[src/rtl/hb_pcim_burst_writer_pkg.sv]
// cl_manycore_pkg: shared types and constants for the PCIM burst writer.
//   state_e      - writer FSM states (also exported on the debug port)
//   AXI_BURST_*  - AXI4 AWBURST encodings
//   AXI_RESP_*   - AXI4 BRESP encodings
//   burst_bytes  - bytes covered by one burst of len beats of width data_width
package cl_manycore_pkg;

    typedef enum logic [2:0] {
        ST_IDLE = 3'd0,
        ST_ADDR = 3'd1,
        ST_DATA = 3'd2,
        ST_RESP = 3'd3,
        ST_DONE = 3'd4
    } state_e;

    localparam logic [1:0] AXI_BURST_INCR = 2'b01;
    localparam logic [1:0] AXI_RESP_OKAY  = 2'b00;

    function automatic logic [63:0] burst_bytes(input int unsigned len,
                                                input int unsigned data_width);
        return 64'(len) * 64'(data_width / 8);
    endfunction

endpackage

[src/rtl/hb_pcim_burst_writer_if.sv]
// AXI4 write-only channel bundle (AW, W, B) for the PCIM port.
// Signal names are given from the master's point of view (_o driven by the
// CL master, _i driven by the host responder).
//   master modport: drives AW/W payloads and bready_o
//   slave  modport: drives awready_i, wready_i and the B channel
// Every channel uses plain AXI valid/ready: a transfer happens on a rising
// clock edge where valid and ready are both high; once valid is raised the
// payload is held until that transfer.
interface hb_pcim_burst_writer_if #(
    parameter int axi_id_width_p   = 6,
    parameter int axi_addr_width_p = 64,
    parameter int axi_data_width_p = 512
);
    logic                          awvalid_o;
    logic                          awready_i;
    logic [axi_addr_width_p-1:0]   awaddr_o;
    logic [axi_id_width_p-1:0]     awid_o;
    logic [7:0]                    awlen_o;
    logic [2:0]                    awsize_o;
    logic [1:0]                    awburst_o;

    logic                          wvalid_o;
    logic                          wready_i;
    logic [axi_data_width_p-1:0]   wdata_o;
    logic [axi_data_width_p/8-1:0] wstrb_o;
    logic                          wlast_o;

    logic                          bvalid_i;
    logic                          bready_o;
    logic [1:0]                    bresp_i;
    logic [axi_id_width_p-1:0]     bid_i;

    modport master (
        output awvalid_o, awaddr_o, awid_o, awlen_o, awsize_o, awburst_o,
        input  awready_i,
        output wvalid_o, wdata_o, wstrb_o, wlast_o,
        input  wready_i,
        input  bvalid_i, bresp_i, bid_i,
        output bready_o
    );

    modport slave (
        input  awvalid_o, awaddr_o, awid_o, awlen_o, awsize_o, awburst_o,
        output awready_i,
        input  wvalid_o, wdata_o, wstrb_o, wlast_o,
        output wready_i,
        output bvalid_i, bresp_i, bid_i,
        input  bready_o
    );

endinterface

[src/rtl/hb_pcim_burst_writer.sv]
// hb_pcim_burst_writer: AXI4 write master that copies a data stream into host
// memory as a sequence of fixed-length INCR bursts, one burst outstanding.
// Ports:
//   clk_main_a0, rst_main_n        clock, asynchronous active-low reset
//   start_i, base_addr_i,
//   num_bursts_i                   job request (sampled when accepted in IDLE)
//   data_v_i/data_ready_o/data_i   input stream, forwarded onto W in DATA
//   pcim                           AXI AW/W/B channels (master modport)
//   busy_o, done_o, error_o        job status (error_o sticky until next start)
//   bursts_done_o                  bursts acknowledged OKAY in current/last job
//   perf_cycles_o                  busy-cycle counter
//   state_o                        FSM state, for debug/observation
// Build option: HB_PCIM_WRITER_PERF_EN enables the saturating busy-cycle
// counter; without it perf_cycles_o is tied to zero.
module hb_pcim_burst_writer
    import cl_manycore_pkg::*;
#(
    parameter int                          axi_id_width_p   = 6,
    parameter int                          axi_addr_width_p = 64,
    parameter int                          axi_data_width_p = 512,
    parameter int                          burst_len_p      = 8,
    parameter logic [axi_id_width_p-1:0]   awid_p           = '0
) (
    input  logic                        clk_main_a0,
    input  logic                        rst_main_n,
    input  logic                        start_i,
    input  logic [axi_addr_width_p-1:0] base_addr_i,
    input  logic [15:0]                 num_bursts_i,
    input  logic                        data_v_i,
    output logic                        data_ready_o,
    input  logic [axi_data_width_p-1:0] data_i,
    hb_pcim_burst_writer_if.master      pcim,
    output logic                        busy_o,
    output logic                        done_o,
    output logic                        error_o,
    output logic [15:0]                 bursts_done_o,
    output logic [31:0]                 perf_cycles_o,
    output state_e                      state_o
);

    localparam logic [axi_addr_width_p-1:0] BURST_BYTES =
        axi_addr_width_p'(burst_bytes(burst_len_p, axi_data_width_p));
    localparam logic [7:0] AWLEN  = 8'(burst_len_p - 1);
    localparam logic [2:0] AWSIZE = 3'($clog2(axi_data_width_p / 8));

    state_e                      state_q, state_d;
    logic [axi_addr_width_p-1:0] addr_q, addr_d;
    logic [15:0]                 remaining_q, remaining_d;
    logic [7:0]                  beat_q, beat_d;
    logic                        error_q, error_d;
    logic [15:0]                 bursts_done_q, bursts_done_d;

    logic is_addr, is_data, is_resp;
    logic w_hs, b_ok;

    assign is_addr = (state_q == ST_ADDR);
    assign is_data = (state_q == ST_DATA);
    assign is_resp = (state_q == ST_RESP);
    assign w_hs    = pcim.wvalid_o && pcim.wready_i;
    // A response only counts as success if it is OKAY and carries our ID.
    assign b_ok    = (pcim.bresp_i == AXI_RESP_OKAY) && (pcim.bid_i == awid_p);

    always_ff @(posedge clk_main_a0 or negedge rst_main_n) begin
        if (!rst_main_n) begin
            state_q       <= ST_IDLE;
            addr_q        <= '0;
            remaining_q   <= '0;
            beat_q        <= '0;
            error_q       <= 1'b0;
            bursts_done_q <= '0;
        end else begin
            state_q       <= state_d;
            addr_q        <= addr_d;
            remaining_q   <= remaining_d;
            beat_q        <= beat_d;
            error_q       <= error_d;
            bursts_done_q <= bursts_done_d;
        end
    end

    always_comb begin
        state_d       = state_q;
        addr_d        = addr_q;
        remaining_d   = remaining_q;
        beat_d        = beat_q;
        error_d       = error_q;
        bursts_done_d = bursts_done_q;
        case (state_q)
            ST_IDLE: begin
                if (start_i) begin
                    addr_d        = base_addr_i;
                    remaining_d   = num_bursts_i;
                    beat_d        = '0;
                    error_d       = 1'b0;
                    bursts_done_d = '0;
                    if (num_bursts_i == 16'd0) begin
                        state_d = ST_DONE;
                    end else if ((base_addr_i % BURST_BYTES) != '0) begin
                        // Burst-size alignment is what keeps each burst
                        // inside one 4 KB page, so refuse anything else.
                        error_d = 1'b1;
                        state_d = ST_DONE;
                    end else begin
                        state_d = ST_ADDR;
                    end
                end
            end
            ST_ADDR: begin
                if (pcim.awready_i) begin
                    beat_d  = '0;
                    state_d = ST_DATA;
                end
            end
            ST_DATA: begin
                if (w_hs) begin
                    if (beat_q == AWLEN) begin
                        beat_d  = '0;
                        state_d = ST_RESP;
                    end else begin
                        beat_d = beat_q + 8'd1;
                    end
                end
            end
            ST_RESP: begin
                if (pcim.bvalid_i) begin
                    if (b_ok) begin
                        bursts_done_d = bursts_done_q + 16'd1;
                        addr_d        = addr_q + BURST_BYTES;
                        remaining_d   = remaining_q - 16'd1;
                        state_d       = (remaining_q == 16'd1) ? ST_DONE : ST_ADDR;
                    end else begin
                        error_d = 1'b1;
                        state_d = ST_DONE;
                    end
                end
            end
            ST_DONE: state_d = ST_IDLE;
            default: state_d = ST_IDLE;
        endcase
    end

    // AW fields are held at zero outside ADDR so the bus is quiet when idle.
    assign pcim.awvalid_o = is_addr;
    assign pcim.awaddr_o  = is_addr ? addr_q : '0;
    assign pcim.awid_o    = is_addr ? awid_p : '0;
    assign pcim.awlen_o   = is_addr ? AWLEN : 8'd0;
    assign pcim.awsize_o  = is_addr ? AWSIZE : 3'd0;
    assign pcim.awburst_o = is_addr ? AXI_BURST_INCR : 2'b00;

    // W is a straight pass-through of the input stream while in DATA.
    assign pcim.wvalid_o  = is_data && data_v_i;
    assign data_ready_o   = is_data && pcim.wready_i;
    assign pcim.wdata_o   = data_i;
    assign pcim.wstrb_o   = is_data ? '1 : '0;
    assign pcim.wlast_o   = is_data && (beat_q == AWLEN);

    assign pcim.bready_o  = is_resp;

    assign busy_o        = (state_q != ST_IDLE);
    assign done_o        = (state_q == ST_DONE);
    assign error_o       = error_q;
    assign bursts_done_o = bursts_done_q;
    assign state_o       = state_q;

`ifdef HB_PCIM_WRITER_PERF_EN
    logic [31:0] perf_q, perf_d;

    always_comb begin
        perf_d = perf_q;
        if ((state_q == ST_IDLE) && start_i) begin
            perf_d = '0;
        end else if (busy_o && (perf_q != 32'hFFFF_FFFF)) begin
            perf_d = perf_q + 32'd1;
        end
    end

    always_ff @(posedge clk_main_a0 or negedge rst_main_n) begin
        if (!rst_main_n) begin
            perf_q <= '0;
        end else begin
            perf_q <= perf_d;
        end
    end

    assign perf_cycles_o = perf_q;
`else
    assign perf_cycles_o = 32'd0;
`endif

endmodule

[src/flat_wrapper.sv]
// flat-port wrapper written by rule: the top's interface ports become plain ports
module hb_pcim_burst_writer_flat import cl_manycore_pkg::*;
#(
    parameter int                          axi_id_width_p   = 6,
    parameter int                          axi_addr_width_p = 64,
    parameter int                          axi_data_width_p = 512,
    parameter int                          burst_len_p      = 8,
    parameter logic [axi_id_width_p-1:0]   awid_p           = '0
)
  (clk_main_a0, rst_main_n, start_i, base_addr_i, num_bursts_i, data_v_i, data_ready_o, data_i, busy_o, done_o, error_o, bursts_done_o, perf_cycles_o, state_o, pcim_awvalid_o, pcim_awaddr_o, pcim_awid_o, pcim_awlen_o, pcim_awsize_o, pcim_awburst_o, pcim_awready_i, pcim_wvalid_o, pcim_wdata_o, pcim_wstrb_o, pcim_wlast_o, pcim_wready_i, pcim_bvalid_i, pcim_bresp_i, pcim_bid_i, pcim_bready_o);
  hb_pcim_burst_writer_if #(.axi_id_width_p(axi_id_width_p), .axi_addr_width_p(axi_addr_width_p), .axi_data_width_p(axi_data_width_p)) pcim_i ();
  input  logic clk_main_a0;
  input  logic rst_main_n;
  input  logic start_i;
  input  logic [axi_addr_width_p-1:0] base_addr_i;
  input  logic [15:0] num_bursts_i;
  input  logic data_v_i;
  output logic data_ready_o;
  input  logic [axi_data_width_p-1:0] data_i;
  output logic busy_o;
  output logic done_o;
  output logic error_o;
  output logic [15:0] bursts_done_o;
  output logic [31:0] perf_cycles_o;
  output state_e state_o;
  output wire logic [$bits(pcim_i.awvalid_o)-1:0] pcim_awvalid_o;
  output wire logic [$bits(pcim_i.awaddr_o)-1:0] pcim_awaddr_o;
  output wire logic [$bits(pcim_i.awid_o)-1:0] pcim_awid_o;
  output wire logic [$bits(pcim_i.awlen_o)-1:0] pcim_awlen_o;
  output wire logic [$bits(pcim_i.awsize_o)-1:0] pcim_awsize_o;
  output wire logic [$bits(pcim_i.awburst_o)-1:0] pcim_awburst_o;
  input wire logic [$bits(pcim_i.awready_i)-1:0] pcim_awready_i;
  output wire logic [$bits(pcim_i.wvalid_o)-1:0] pcim_wvalid_o;
  output wire logic [$bits(pcim_i.wdata_o)-1:0] pcim_wdata_o;
  output wire logic [$bits(pcim_i.wstrb_o)-1:0] pcim_wstrb_o;
  output wire logic [$bits(pcim_i.wlast_o)-1:0] pcim_wlast_o;
  input wire logic [$bits(pcim_i.wready_i)-1:0] pcim_wready_i;
  input wire logic [$bits(pcim_i.bvalid_i)-1:0] pcim_bvalid_i;
  input wire logic [$bits(pcim_i.bresp_i)-1:0] pcim_bresp_i;
  input wire logic [$bits(pcim_i.bid_i)-1:0] pcim_bid_i;
  output wire logic [$bits(pcim_i.bready_o)-1:0] pcim_bready_o;
  assign pcim_awvalid_o = pcim_i.awvalid_o;
  assign pcim_awaddr_o = pcim_i.awaddr_o;
  assign pcim_awid_o = pcim_i.awid_o;
  assign pcim_awlen_o = pcim_i.awlen_o;
  assign pcim_awsize_o = pcim_i.awsize_o;
  assign pcim_awburst_o = pcim_i.awburst_o;
  assign pcim_i.awready_i = pcim_awready_i;
  assign pcim_wvalid_o = pcim_i.wvalid_o;
  assign pcim_wdata_o = pcim_i.wdata_o;
  assign pcim_wstrb_o = pcim_i.wstrb_o;
  assign pcim_wlast_o = pcim_i.wlast_o;
  assign pcim_i.wready_i = pcim_wready_i;
  assign pcim_i.bvalid_i = pcim_bvalid_i;
  assign pcim_i.bresp_i = pcim_bresp_i;
  assign pcim_i.bid_i = pcim_bid_i;
  assign pcim_bready_o = pcim_i.bready_o;
  hb_pcim_burst_writer #(.axi_id_width_p(axi_id_width_p), .axi_addr_width_p(axi_addr_width_p), .axi_data_width_p(axi_data_width_p), .burst_len_p(burst_len_p), .awid_p(awid_p)) u_core (.clk_main_a0(clk_main_a0), .rst_main_n(rst_main_n), .start_i(start_i), .base_addr_i(base_addr_i), .num_bursts_i(num_bursts_i), .data_v_i(data_v_i), .data_ready_o(data_ready_o), .data_i(data_i), .pcim(pcim_i), .busy_o(busy_o), .done_o(done_o), .error_o(error_o), .bursts_done_o(bursts_done_o), .perf_cycles_o(perf_cycles_o), .state_o(state_o));
endmodule
[config.mk]
export PLATFORM = sky130hd
export DESIGN_NAME = hb_pcim_burst_writer_flat
export DESIGN_NICKNAME = d
export VERILOG_FILES = /design/src/rtl/hb_pcim_burst_writer_pkg.sv /design/src/rtl/hb_pcim_burst_writer_if.sv /design/src/rtl/hb_pcim_burst_writer.sv /design/src/flat_wrapper.sv
export SDC_FILE = /design/constraint.sdc
export NUM_CORES = 1
export LEC_CHECK = 0
export BUFFER_PORTS_ARGS = -buffer_cell sky130_fd_sc_hd__buf_2
export CAP_MARGIN = 20
export CORE_AREA = 2 2 509 511
export CTS_CLUSTER_SIZE = 24
export DETAILED_ROUTE_END_ITERATION = 7
export DIE_AREA = 0 0 511 513
export SKIP_LAST_GASP = 1
export SYNTH_ARGS = -nofsm -noshare
export SYNTH_HDL_FRONTEND = slang
export SYNTH_SLANG_ARGS = --single-unit
[constraint.sdc]
create_clock -name clk_main_a0 -period 8.47 [get_ports clk_main_a0]
set_input_delay 2.1175 -clock clk_main_a0 [delete_from_list [all_inputs] [get_ports clk_main_a0]]
set_output_delay 2.1175 -clock clk_main_a0 [all_outputs]
set_load 0.02 [all_outputs]
==> results.toml <==
[finish]
n_fill_cell = 30289
fin_area_um2 = 12900
drive_gt1_frac = 0.276
stdcell_count = 4539
fin_nets = 1746
syn2layout_area_growth_pct = 11.3

[die]
dieArea_um2 = 262000
ios = 1325
core-area_um2 = 256000
start_util = 0.0452
rows = 186
die_h_um = 513
die_x_um = 511

[place]
placed_area_um2 = 12500
dpl.hpwl_mm = 163
gp_congestion = 0.852
port-buffer-count = 255
dp.cells = 4506

[detailed_routing]
firstDrtPassIters = 6
vias_per_cell = 2.04
ant_nets = 0
drt_iter0_markers = 1021
vias = 9255
wl_per_cell_um = 38.3
wl_mm = 174
drc_errors = 0

[global_routing]
grt_pass1_vias = 8470
grt_use_total = 0.128
met3_usage = 0.253
grt_most_used_layer = "met3"
grt_max_degree = 73
grt_pass1_wl_mm = 195
overflow = 0
antenna_found_initial = 32
grt_use_met1 = 0.0518
met2_usage = 0.172

[worst_setup_path]
reg2reg_slack_ps = 4270
regToRegStartpoint = "u_core.state_o[1]"
r2r_end = "u_core.addr_q[46]"
cp.required_ps = 6350
end_kind = "output port"
crit_fanout = 67
worst_ep_arrival_time_ps = 2970
ff2ff_path_depth = 10
path_class = "reg2out"
startpoint_type = "register"

[sta]
drv_slew = 0
fin_worst_skew_ps = 24.3
finalSetupTns_ps = 0
hold_viol_final = 0
rsz0062_at_grt = "false"
slew-limit-headroom = 0.295
final.min_clock_period_ps = 5090
finalCritPeriodShare = 0.601
setup_viol = 0
max_freq_ghz = 0.197
tightestPinTransition_ps = 1050

[synth]
yosys_warnings = 0
ys_ff_latch = 108
synth_cell_types = 67
netlist_instances = 1490
yosysTopAreaCell = "buf_4"
synth_area_um2 = 11600
synth_edf_count = 0
yosysMostFrequentCell = "buf_4"
synth.top_cell.area_share = 0.407
synthTopCellsByArea = "buf_4 (41%), dfrtp_1 (23%), nand2_1 (3.6%), a21oi_1 (3.5%), and2_1 (3.5%)"
ys_seq_area_frac = 0.233
synth_commonest_cells = "buf_4 (627), nand2_1 (110), dfrtp_1 (108)"
async_reset_ff_frac = 1.00
yosys_most_used_dff = "dfrtp_1"
syn_avg_cell_area_um2 = 7.77

[clock_tree]
cts-root-buf = "clkbuf_16"
insertion_delay_ps = 420
cts-htree-levels = 3
cts_setup_buffers = 0
cts_buffers = 9
cts.sink_count = 108
post_cts_resize_count = 0
cts_tree = "yes"
clkTransAtPathRegs_ps = 100
ctsHoldBuffers = 0
clockBufferDepth = 2

[flow_run]
cap_violations = 0

[hold_path]
min_to = "u_core.addr_q[1]"
holdCritPathClass = "reg2reg"
holdCritStartpoint = "u_core.addr_q[1]"
holdPathStages = 2

[run_status]
status = "completed"

[pwr]
ir_worst_vdd_mv = 0.0886
power.leakage_nw = 4.37
pwr_density_cell_nw_per_um2 = 184
[registers in the layout, summed over array words and instances, names as in the netlist]
signal,cells
u_core.addr_q,64
u_core.error_o,1
u_core.bursts_done_o,16
u_core.beat_q,8
u_core.state_o,3
u_core.remaining_q,16
[per-stage QoR]
step	utilization	hold WS [ps]	setup WS [ps]	power, mW
2_1_floorplan	-	437	3990	1.85
3_3_place_gp	0.0488	456	2990	1.86
3_5_place_dp	0.0488	455	2940	1.86
4_1_cts	0.0500	479	3220	2.40
5_1_grt	0.0503	493	3190	2.53
6_report	0.0503	479	3380	2.37
[report_power, final]
part           leakage (nW)  total [mW]  switching (mW)  internal [mW]
clock network         0.152       0.517           0.300          0.216
registers              1.30       0.989           0.289          0.700
logic                  2.92       0.862           0.581          0.281
[cell families after synthesis]
logic type | count (synthesis) | share of synthesized area
buffers and inverters | 693 | 0.429
AOI/OAI and AO/OA | 236 | 0.125
adders and majority gates | 5 | 0.00540
and+or+nand+nor | 431 | 0.195
other | 1 | 0.000324
muxes | 5 | 0.00432
DFF | 108 | 0.233
xor gates and xnor gates | 11 | 0.00832
[worst max path at each step]
stage | start | endpoint | cells after the start
2_1_floorplan | pcim_wready_i | data_ready_o | 1
4_1_cts | u_core.state_o[0] | pcim_awaddr_o[34] | 6
3_3_place_gp | pcim_bresp_i[0] | u_core.addr_q[46] | 8
5_1_grt | u_core.state_o[0] | pcim_awaddr_o[34] | 6
3_5_place_dp | pcim_bresp_i[0] | u_core.addr_q[46] | 8
6_report | u_core.state_o[0] | pcim_awaddr_o[30] | 6
[placed cells by master, fill, tap and decap left out, drive strengths merged, types with 5 or more instances in the layout]
cell and instances:
buf 270, nand2 110, dfrtp 108, nor2 87, a21oi 80, o21ai 68, and2 65, nand3 45
conb 45, nand4 28, nor3 19, nor4 18, diode 16, or3 16, o22ai 15, inv 15
and3 12, xor2 10, clkbuf 9, and4 9, a31oi 7, o31ai 7, o211ai 6, a2bb2oi 5
mux2i 5, o32ai 5, o22a 5, ha 5, nand2b 5
[routing by layer]
layer / part of all wire / up-vias
li1: - / 3652
met1: 0.14 / 3944
met2: 0.39 / 1335
met3: 0.43 / 296
met4: 0.050 / 28
met5: 0.0010 / -
[final cells by class]
class                           instances  area (µm²)  share of cell area
Clock buffer                            9         225              0.0175
Multi-Input combinational cell        733        4130               0.320
Antenna cell                           16        40.0             0.00311
Clock inverter                          7        91.3             0.00709
Timing Repair Buffer                  270        1420               0.110
Inverter                               12        47.5             0.00369
Tap cell                             3384        4230               0.328
Sequential cell                       108        2700               0.210
[worst max-delay path, cell delays in order, from the launching register on]
cell and delay [ps]:
dfrtp_1 610, nor3b_2 310, buf_12 330, inv_1 150, buf_4 240, nor2_1 500
buf_2 280
Power figures use the tool's default switching activity.
